<file path="src/rtl/qconv_threshold_output.sv">
// Output stage of the qconv tile: reads accumulators, quantizes them to 2 bits against
// per-channel thresholds and writes packed words downstream. QCONV_TH_INVERT_EN adds th_rd_flag.
module qconv_threshold_output #(
   parameter int unsigned  OcNum        = 16,
   parameter int unsigned  PixNum       = 4,
   parameter int unsigned  AccWidth     = 16,
   parameter int unsigned  AddrWidth    = 8,
   parameter int unsigned  OutAddrWidth = 16,
   localparam int unsigned OutWidth     = 2 * OcNum
) (
   input  logic                    clk,
   input  logic                    rst_n,
   input  logic                    start,
   output logic                    finish,
   input  logic [OutAddrWidth-1:0] out_base,
   output logic [AddrWidth-1:0]    acc_rd_addr,
   output logic                    acc_rd_en,
   input  logic [AccWidth-1:0]     acc_rd_data,
   output logic [3:0]              th_rd_addr,
   input  logic [3*AccWidth-1:0]   th_rd_data,
`ifdef QCONV_TH_INVERT_EN
   input  logic                    th_rd_flag,
`endif
   output logic                    out_valid,
   input  logic                    out_ready,
   output logic [OutAddrWidth-1:0] out_addr,
   output logic [OutWidth-1:0]     out_data
);

   localparam int unsigned OcW  = (OcNum > 1) ? $clog2(OcNum) : 1;
   localparam int unsigned PixW = (PixNum > 1) ? $clog2(PixNum) : 1;

   typedef enum logic [2:0] {IDLE, READ, DRAIN, WRITE, FINISH} state_e;

   state_e                  state_q, state_d;
   logic [PixW-1:0]         pix_q, pix_d;
   logic [OcW-1:0]          oc_q, oc_d;
   logic [OutAddrWidth-1:0] base_q, base_d;
   logic                    rd_en_q, rd_en_d;
   logic [AddrWidth-1:0]    rd_addr_q, rd_addr_d;
   logic [3:0]              th_addr_q, th_addr_d;
   logic                    out_valid_q, out_valid_d;
   logic [OutAddrWidth-1:0] out_addr_q, out_addr_d;
   logic                    finish_q, finish_d;
   logic [OutWidth-1:0]     pack_q, pack_d;
   logic                    vld_q;
   logic [OcW-1:0]          idx_q;

   // Signed threshold compares on the returning read data
   logic signed [AccWidth-1:0] acc_s, th0_s, th1_s, th2_s;
   logic                       hit0_c, hit1_c, hit2_c;
   logic [1:0]                 q_c;

   assign acc_s = acc_rd_data;
   assign th0_s = th_rd_data[AccWidth-1:0];
   assign th1_s = th_rd_data[2*AccWidth-1:AccWidth];
   assign th2_s = th_rd_data[3*AccWidth-1:2*AccWidth];

`ifdef QCONV_TH_INVERT_EN
   assign hit0_c = th_rd_flag ? (acc_s <= th0_s) : (acc_s >= th0_s);
   assign hit1_c = th_rd_flag ? (acc_s <= th1_s) : (acc_s >= th1_s);
   assign hit2_c = th_rd_flag ? (acc_s <= th2_s) : (acc_s >= th2_s);
`else
   assign hit0_c = (acc_s >= th0_s);
   assign hit1_c = (acc_s >= th1_s);
   assign hit2_c = (acc_s >= th2_s);
`endif

   assign q_c = 2'(hit0_c) + 2'(hit1_c) + 2'(hit2_c);

   // Next-state and registered-output logic
   always_comb begin
      state_d     = state_q;
      pix_d       = pix_q;
      oc_d        = oc_q;
      base_d      = base_q;
      rd_en_d     = 1'b0;
      rd_addr_d   = rd_addr_q;
      th_addr_d   = th_addr_q;
      out_valid_d = out_valid_q;
      out_addr_d  = out_addr_q;
      finish_d    = 1'b0;
      pack_d      = pack_q;

      if (vld_q) begin
         pack_d[2*idx_q +: 2] = q_c;
      end

      case (state_q)
         IDLE: begin
            if (start) begin
               base_d  = out_base;
               pix_d   = '0;
               oc_d    = '0;
               rd_en_d = 1'b1;
               state_d = READ;
            end
         end
         READ: begin
            if (oc_q == OcW'(OcNum - 1)) begin
               state_d = DRAIN;
            end else begin
               oc_d    = oc_q + OcW'(1);
               rd_en_d = 1'b1;
            end
         end
         DRAIN: begin
            out_valid_d = 1'b1;
            out_addr_d  = base_q + OutAddrWidth'(pix_q);
            state_d     = WRITE;
         end
         WRITE: begin
            if (out_ready) begin
               out_valid_d = 1'b0;
               if (pix_q != PixW'(PixNum - 1)) begin
                  pix_d   = pix_q + PixW'(1);
                  oc_d    = '0;
                  rd_en_d = 1'b1;
                  state_d = READ;
               end else begin
                  finish_d = 1'b1;
                  state_d  = FINISH;
               end
            end
         end
         FINISH: begin
            state_d = IDLE;
         end
         default: begin
            state_d = IDLE;
         end
      endcase

      if (rd_en_d) begin
         rd_addr_d = AddrWidth'(32'(pix_d) * OcNum + 32'(oc_d));
         th_addr_d = 4'(oc_d);
      end
   end

   always_ff @(posedge clk or negedge rst_n) begin
      if (!rst_n) begin
         state_q     <= IDLE;
         pix_q       <= '0;
         oc_q        <= '0;
         base_q      <= '0;
         rd_en_q     <= 1'b0;
         rd_addr_q   <= '0;
         th_addr_q   <= '0;
         out_valid_q <= 1'b0;
         out_addr_q  <= '0;
         finish_q    <= 1'b0;
         pack_q      <= '0;
         vld_q       <= 1'b0;
         idx_q       <= '0;
      end else begin
         state_q     <= state_d;
         pix_q       <= pix_d;
         oc_q        <= oc_d;
         base_q      <= base_d;
         rd_en_q     <= rd_en_d;
         rd_addr_q   <= rd_addr_d;
         th_addr_q   <= th_addr_d;
         out_valid_q <= out_valid_d;
         out_addr_q  <= out_addr_d;
         finish_q    <= finish_d;
         pack_q      <= pack_d;
         vld_q       <= rd_en_q;
         idx_q       <= oc_q;
      end
   end

   assign finish      = finish_q;
   assign acc_rd_en   = rd_en_q;
   assign acc_rd_addr = rd_addr_q;
   assign th_rd_addr  = th_addr_q;
   assign out_valid   = out_valid_q;
   assign out_addr    = out_addr_q;
   assign out_data    = pack_q;

endmodule

</file>
<file path="config.mk">
export PLATFORM = sky130hd
export DESIGN_NAME = qconv_threshold_output
export DESIGN_NICKNAME = d
export VERILOG_FILES = /design/src/rtl/qconv_threshold_output.sv
export SDC_FILE = /design/constraint.sdc
export NUM_CORES = 1
export LEC_CHECK = 0
export ABC_AREA = 0
export CORE_MARGIN = 4
export CORE_UTILIZATION = 52
export CTS_CLUSTER_DIAMETER = 60
export DETAILED_ROUTE_END_ITERATION = 12
export GPL_ROUTABILITY_DRIVEN = 0
export PLACE_DENSITY = 0.86
export SLEW_MARGIN = 20
export SYNTH_ARGS = -nofsm -noshare
export SYNTH_HDL_FRONTEND = slang
export SYNTH_SLANG_ARGS = --single-unit
</file>
<file path="constraint.sdc">
create_clock -name clk -period 5.4 [get_ports clk]
set_input_delay 0.54 -clock clk [delete_from_list [all_inputs] [get_ports clk]]
set_output_delay 0.54 -clock clk [all_outputs]
set_load 0.005 [all_outputs]
</file>
* Yosys cells after proc, flatten, opt, wreduce, memory -nomap -nowiden
Cells that the tools add are included.
** Word-level totals
- Bits in registers :: 93
- ROM bits :: 0
- Bits in writable memories :: 0
- Output and inout bits :: 63
- Bits of input ports :: 84
- Memories kept :: 0
- Latch bits :: 0
** Cells by class
- Divide/modulo/power cells :: 0
- $lt $le $gt $ge :: 3
- Bitwise operators :: 0
- $add $sub $neg :: 7
- Muxes and demuxes :: 25
- Equal/unequal tests :: 8
- Shift operators :: 2
- Reduce and logical (&&, ||, !) cells :: 5
- Multiply operators :: 0
** Operator list (number)
- 16-bit >= comparator :: 3
- 5-bit negation with 34-bit output :: 1
- 2-bit by 34-bit variable shift with 32-bit output, first input constant :: 1
- 2-bit by 34-bit variable part select with 32-bit output :: 1
- 32-bit bitwise mux :: 1
- 16-bit by 2-bit adder with 16-bit output :: 1
- 4-bit 2-to-1 mux :: 4
- 3-bit 2-to-1 mux :: 4
- 3-bit case mux with 4 select lines :: 1
- 4-bit case mux with 3 select lines :: 1
- 1-bit 2-to-1 mux :: 8
- 2-bit inequality test, second input constant :: 4
- 6-bit by 4-bit adder with 7-bit output :: 1
- 3-bit by 2-bit equality test with 1-bit output, second input constant :: 2
- 2-bit 2-to-1 mux :: 3
- 4-bit by 1-bit adder with 4-bit output, second input constant :: 1
- 4-bit equality test, second input constant :: 1
- 2-bit case mux with 2 select lines :: 1
- 2-bit AND reduction :: 2
- 3-bit by 1-bit equality test with 1-bit output, second input constant :: 1
- 3-bit logical NOT :: 1
- 1-bit case mux with 3 select lines :: 1
- 3-bit AND reduction :: 1
- 1-bit by 1-bit adder with 2-bit output :: 1
- 4 further kinds :: 4

* Depth between registers and ports, before layout
- Depth in word-level cells :: 5
- Gate-level depth with buffers :: 11

* Worst setup path after synthesis
No wires, ideal clock.
- Path kind :: input to register
- Start :: in th_rd_data[15]
- End :: reg pack_q[10] (netlist: out_data[10])
- Library setup time :: 125 ps
- Arrival :: 2734 ps
- Stages on the path :: 10
- Data required time :: 5275 ps
- Path slack :: 2541 ps
- Path through :: inv_1 -> ha_1 -> nand4_1 -> a2111oi_0 -> nor4_1 -> mux2i_1 -> fa_1 -> nor2_1 -> and2_1 -> mux2_2
** Between the ends
- Cells in the longest elaborated chain, start to end :: 5
** Ends and longest elaborated chain
- start: declaration :: RTL line 20 : input logic [3*AccWidth-1:0] th_rd_data,
- 16-bit >= comparator :: RTL line 64 : assign hit0_c = (acc_s >= th0_s);
- 1-bit by 1-bit adder with 2-bit output :: RTL line 69 : assign q_c = 2'(hit0_c) + 2'(hit1_c) + 2'(hit2_c);
- 2-bit by 1-bit adder with 2-bit output :: RTL line 69
- 2-bit by 34-bit variable part select with 32-bit output :: RTL line 86 : pack_d[2*idx_q +: 2] = q_c;
- 32-bit bitwise mux :: RTL line 86
- end signal: assignment :: RTL line 166 : pack_q <= pack_d;
- end: declaration :: RTL line 45 : logic [OutWidth-1:0] pack_q, pack_d;
No other way between the ends.
A chain may end at the register's enable or synchronous reset.

* Final worst setup path
- Start :: in acc_rd_data[1]
- End :: reg pack_q[16] (netlist: out_data[16])
** Between the ends
- Cells in the longest elaborated chain, start to end :: 5
** Ends and longest elaborated chain
- start: declaration :: RTL line 18 : input logic [AccWidth-1:0] acc_rd_data,
- 16-bit >= comparator (on tied branches) :: RTL line 64, 65
- 1-bit by 1-bit adder with 2-bit output :: RTL line 69
- 2-bit by 1-bit adder with 2-bit output * :: RTL line 69
- 2-bit by 34-bit variable part select with 32-bit output * :: RTL line 86
- 32-bit bitwise mux * :: RTL line 86
Mark *: on every way between the ends. The rest lies on a longest branch, timed or not.

==> run metrics <==
postcts setup bufs=0; Ports=147; Worst Setup Start Kind=input port; Max Cap Violations=0; status=finished clean; Die X=107.3 um; r2r worst-path depth=7; n_diodes=0; Register-to-Register Setup Slack=2830 ps; Clock Pin Slew Worst Setup and Hold Paths=100 ps; number of gates resized after CTS=0; htree depth=3; Syn-to-layout area delta=33.93%; skew final=10.33 ps; number of DRC markers in iteration 0=218; global-route wire length before repair=21120 um; Reg2Reg Launch Point=idx_q[0]; Worst Path Arrival=3590 ps; core area=9415 um2; Mapped Avg Cell Area=10.04 um2; synth top area cells=dfrtp_1 (43%), ha_1 (13%), mux2_2 (11%); Setup-failing EPs final=0; die area=11500 um2; vias in the first global route=4532; Max Root-Sink Buffers=2; HP Class=input port to asynchronous set/reset pin; cts hold-fix bufs=0; Final Hold Violating Endpoints=0; final worst-path cycle share=61.03%; crit end category=flip-flop; setup TNS=0 ps; fillcell total=674; PD cells=437.4 nW/um2; leading area contributor after synthesis=dfrtp_1; total routed wirelength=12960 um; port buffer count=144; Worst Path Max Fanout=4; synth warn=0; Vias/cell=5.332; min Tclk post-route=3296 ps; Crit Reg-Reg Endpoint=out_data[21]; power consumption=3.001 mW; asr flop ratio synth=100.0%; RSZ-0062 raised after global routing=false; routed vias=4186; DRC viols=0; max-slew violations=0; TritonCTS Buffers=9; antenna violations before repair=0; top_reg_cell synth=dfrtp_1; Yosys top cell area share=42.50%; post-route ant nets=0; pin count of the biggest net entering global routing=88; post-synthesis sequential area ratio=42.50%; DP HPWL=10250 um; WL/cell=16.51 um; Slew headroom=43.93%; Clock Latency Late Sink=360 ps; gr ovfl total=0; worst-margin pin slew=833.4 ps; post-synthesis cell count=510; IR drop worst, VDD=0.0004353 V; Pre-antenna DRT Iters=4; number of flops mapped to enable cells by yosys=0; Initial Util=54.41%; ratio of cells with drive above 1 in the final layout=11.13%; maximum clock frequency=303.4 MHz; crit path kind=input port to flip-flop; CTS sink count=87; die height=107.3 um; Worst Path Required=5700 ps; P_leak=3.211 nW; CTS tree=yes; CTS root buf=clkbuf_8; library cells used by synthesis=51; post-layout net count=790; row count=35; Netlist Area Pre-Place=5122 um2; post-synthesis register bit count=87; gr usage total=23.13%
cells by family (layout without fill, tap and decap cells):
kind of cell / Yosys count / after routing / synth area share [%]
DFF: 87 / 87 / 42.50
muxes: 52 / 52 / 11.36
buffers and inverters: 72 / 217 / 5.862
and+or+nand+nor: 149 / 149 / 14.41
xor gates and xnor gates: 14 / 14 / 2.394
adders and majority gates: 55 / 55 / 13.73
AOI/OAI and AO/OA: 80 / 80 / 9.673
other: 1 / 2 / 0.07321
per-layer routing:
metal	up-vias	global-route usage, %	share of wire, %
li1	2052	-	-
met1	1955	26.58	40
met2	149	40.35	49
met3	30	5.939	7.4
met4	0	10.50	3.6
met5	-	0	0
how the worst max path moves through the flow:
stage	startpoint	to	cells past startpoint
final	acc_rd_data[1]	out_data[16]	11
after global routing	acc_rd_data[15]	out_data[16]	10
after CTS	acc_rd_data[1]	out_data[16]	11
after detailed placement	acc_rd_data[1]	out_data[16]	11
after global placement	acc_rd_data[1]	out_data[10]	11
after floorplan	th_rd_data[15]	out_data[10]	10
where the power goes:
group	total (mW)	switching (mW)	leakage [nW]	internal, mW
logic	1.37	0.607	1.99	0.766
registers	1.15	0.236	1.12	0.912
clock network	0.480	0.246	0.105	0.234
total	3.00	1.09	3.21	1.91
placed cells by master (no fill, tap or decap), types with 9 or more instances in the layout:
| master | netlist | final |
|---|---|---|
| clkdlybuf4s50_1 | 0 | 143 |
| a21o_1 | 10 | 10 |
| a21oi_1 | 27 | 27 |
| nand2_1 | 49 | 49 |
| nand4_1 | 12 | 12 |
| clkbuf_8 | 0 | 10 |
| mux2_2 | 49 | 49 |
| o21ai_0 | 22 | 22 |
| inv_1 | 56 | 56 |
| xor2_1 | 9 | 9 |
| nor3_1 | 9 | 9 |
| ha_1 | 53 | 53 |
| nand3_1 | 14 | 14 |
| dfrtp_1 | 87 | 87 |
| nor2_1 | 30 | 30 |
synthesized netlist by cell type (4+ instances only):
| cell type | number |
|---|---|
| clkbuf_1 | 6 |
| xnor2_1 | 5 |
| nor2_1 | 30 |
| a21oi_1 | 27 |
| nand4_1 | 12 |
| ha_1 | 53 |
| buf_4 | 7 |
| inv_1 | 56 |
| nand3_1 | 14 |
| o21ai_0 | 22 |
| mux2_2 | 49 |
| nor4_1 | 4 |
| nor3_1 | 9 |
| dfrtp_1 | 87 |
| nand2b_1 | 5 |
| a21o_1 | 10 |
| nand2_1 | 49 |
| xor2_1 | 9 |
| nor2b_1 | 5 |
through the flow:
step                      utilization [%]  area, um2  instances  setup WS, ps  hold slack [ps]
after floorplan                         -       5126        511          2541            244.4
after global placement              70.56       6644        769          1840            363.2
final                               72.86       6860        785          2104            208.7
after detailed placement            70.56       6644        769          1738            366.4
after CTS                           72.82       6857        785          2105            388.6
after global routing                72.86       6860        785          1921            277.7
critical path, cell delays in order:
cell,delay [ps]
clkdlybuf4s50_1,470
ha_1,330
nor2b_1,130
o211ai_1,210
a2111oi_0,140
nor4_1,330
mux2i_1,280
fa_1,520
nor2_1,240
and2_1,230
mux2_2,170
final cells by class:
| cell class | count | area, um2 | share of cell area [%] |
|---|---|---|---|
| Clock buffer | 10 | 137.6 | 2.006 |
| Clock inverter | 6 | 75.07 | 1.094 |
| Inverter | 56 | 210.2 | 3.064 |
| Tap cell | 129 | 161.4 | 2.353 |
| Sequential cell | 87 | 2177 | 31.73 |
| Multi-Input combinational cell | 352 | 2649 | 38.61 |
| Timing Repair Buffer | 145 | 1450 | 21.14 |
flip-flops by register name (all words and copies together) (netlist names):
signal / cells
out_data: 32
base_q: 16
out_addr: 16
idx_q: 4
oc_q: 4
acc_rd_addr: 3
state_q: 3
th_rd_addr: 3
pix_q: 2
acc_rd_en: 1
finish: 1
out_valid: 1
vld_q: 1
(Power assumes the default switching activity.)
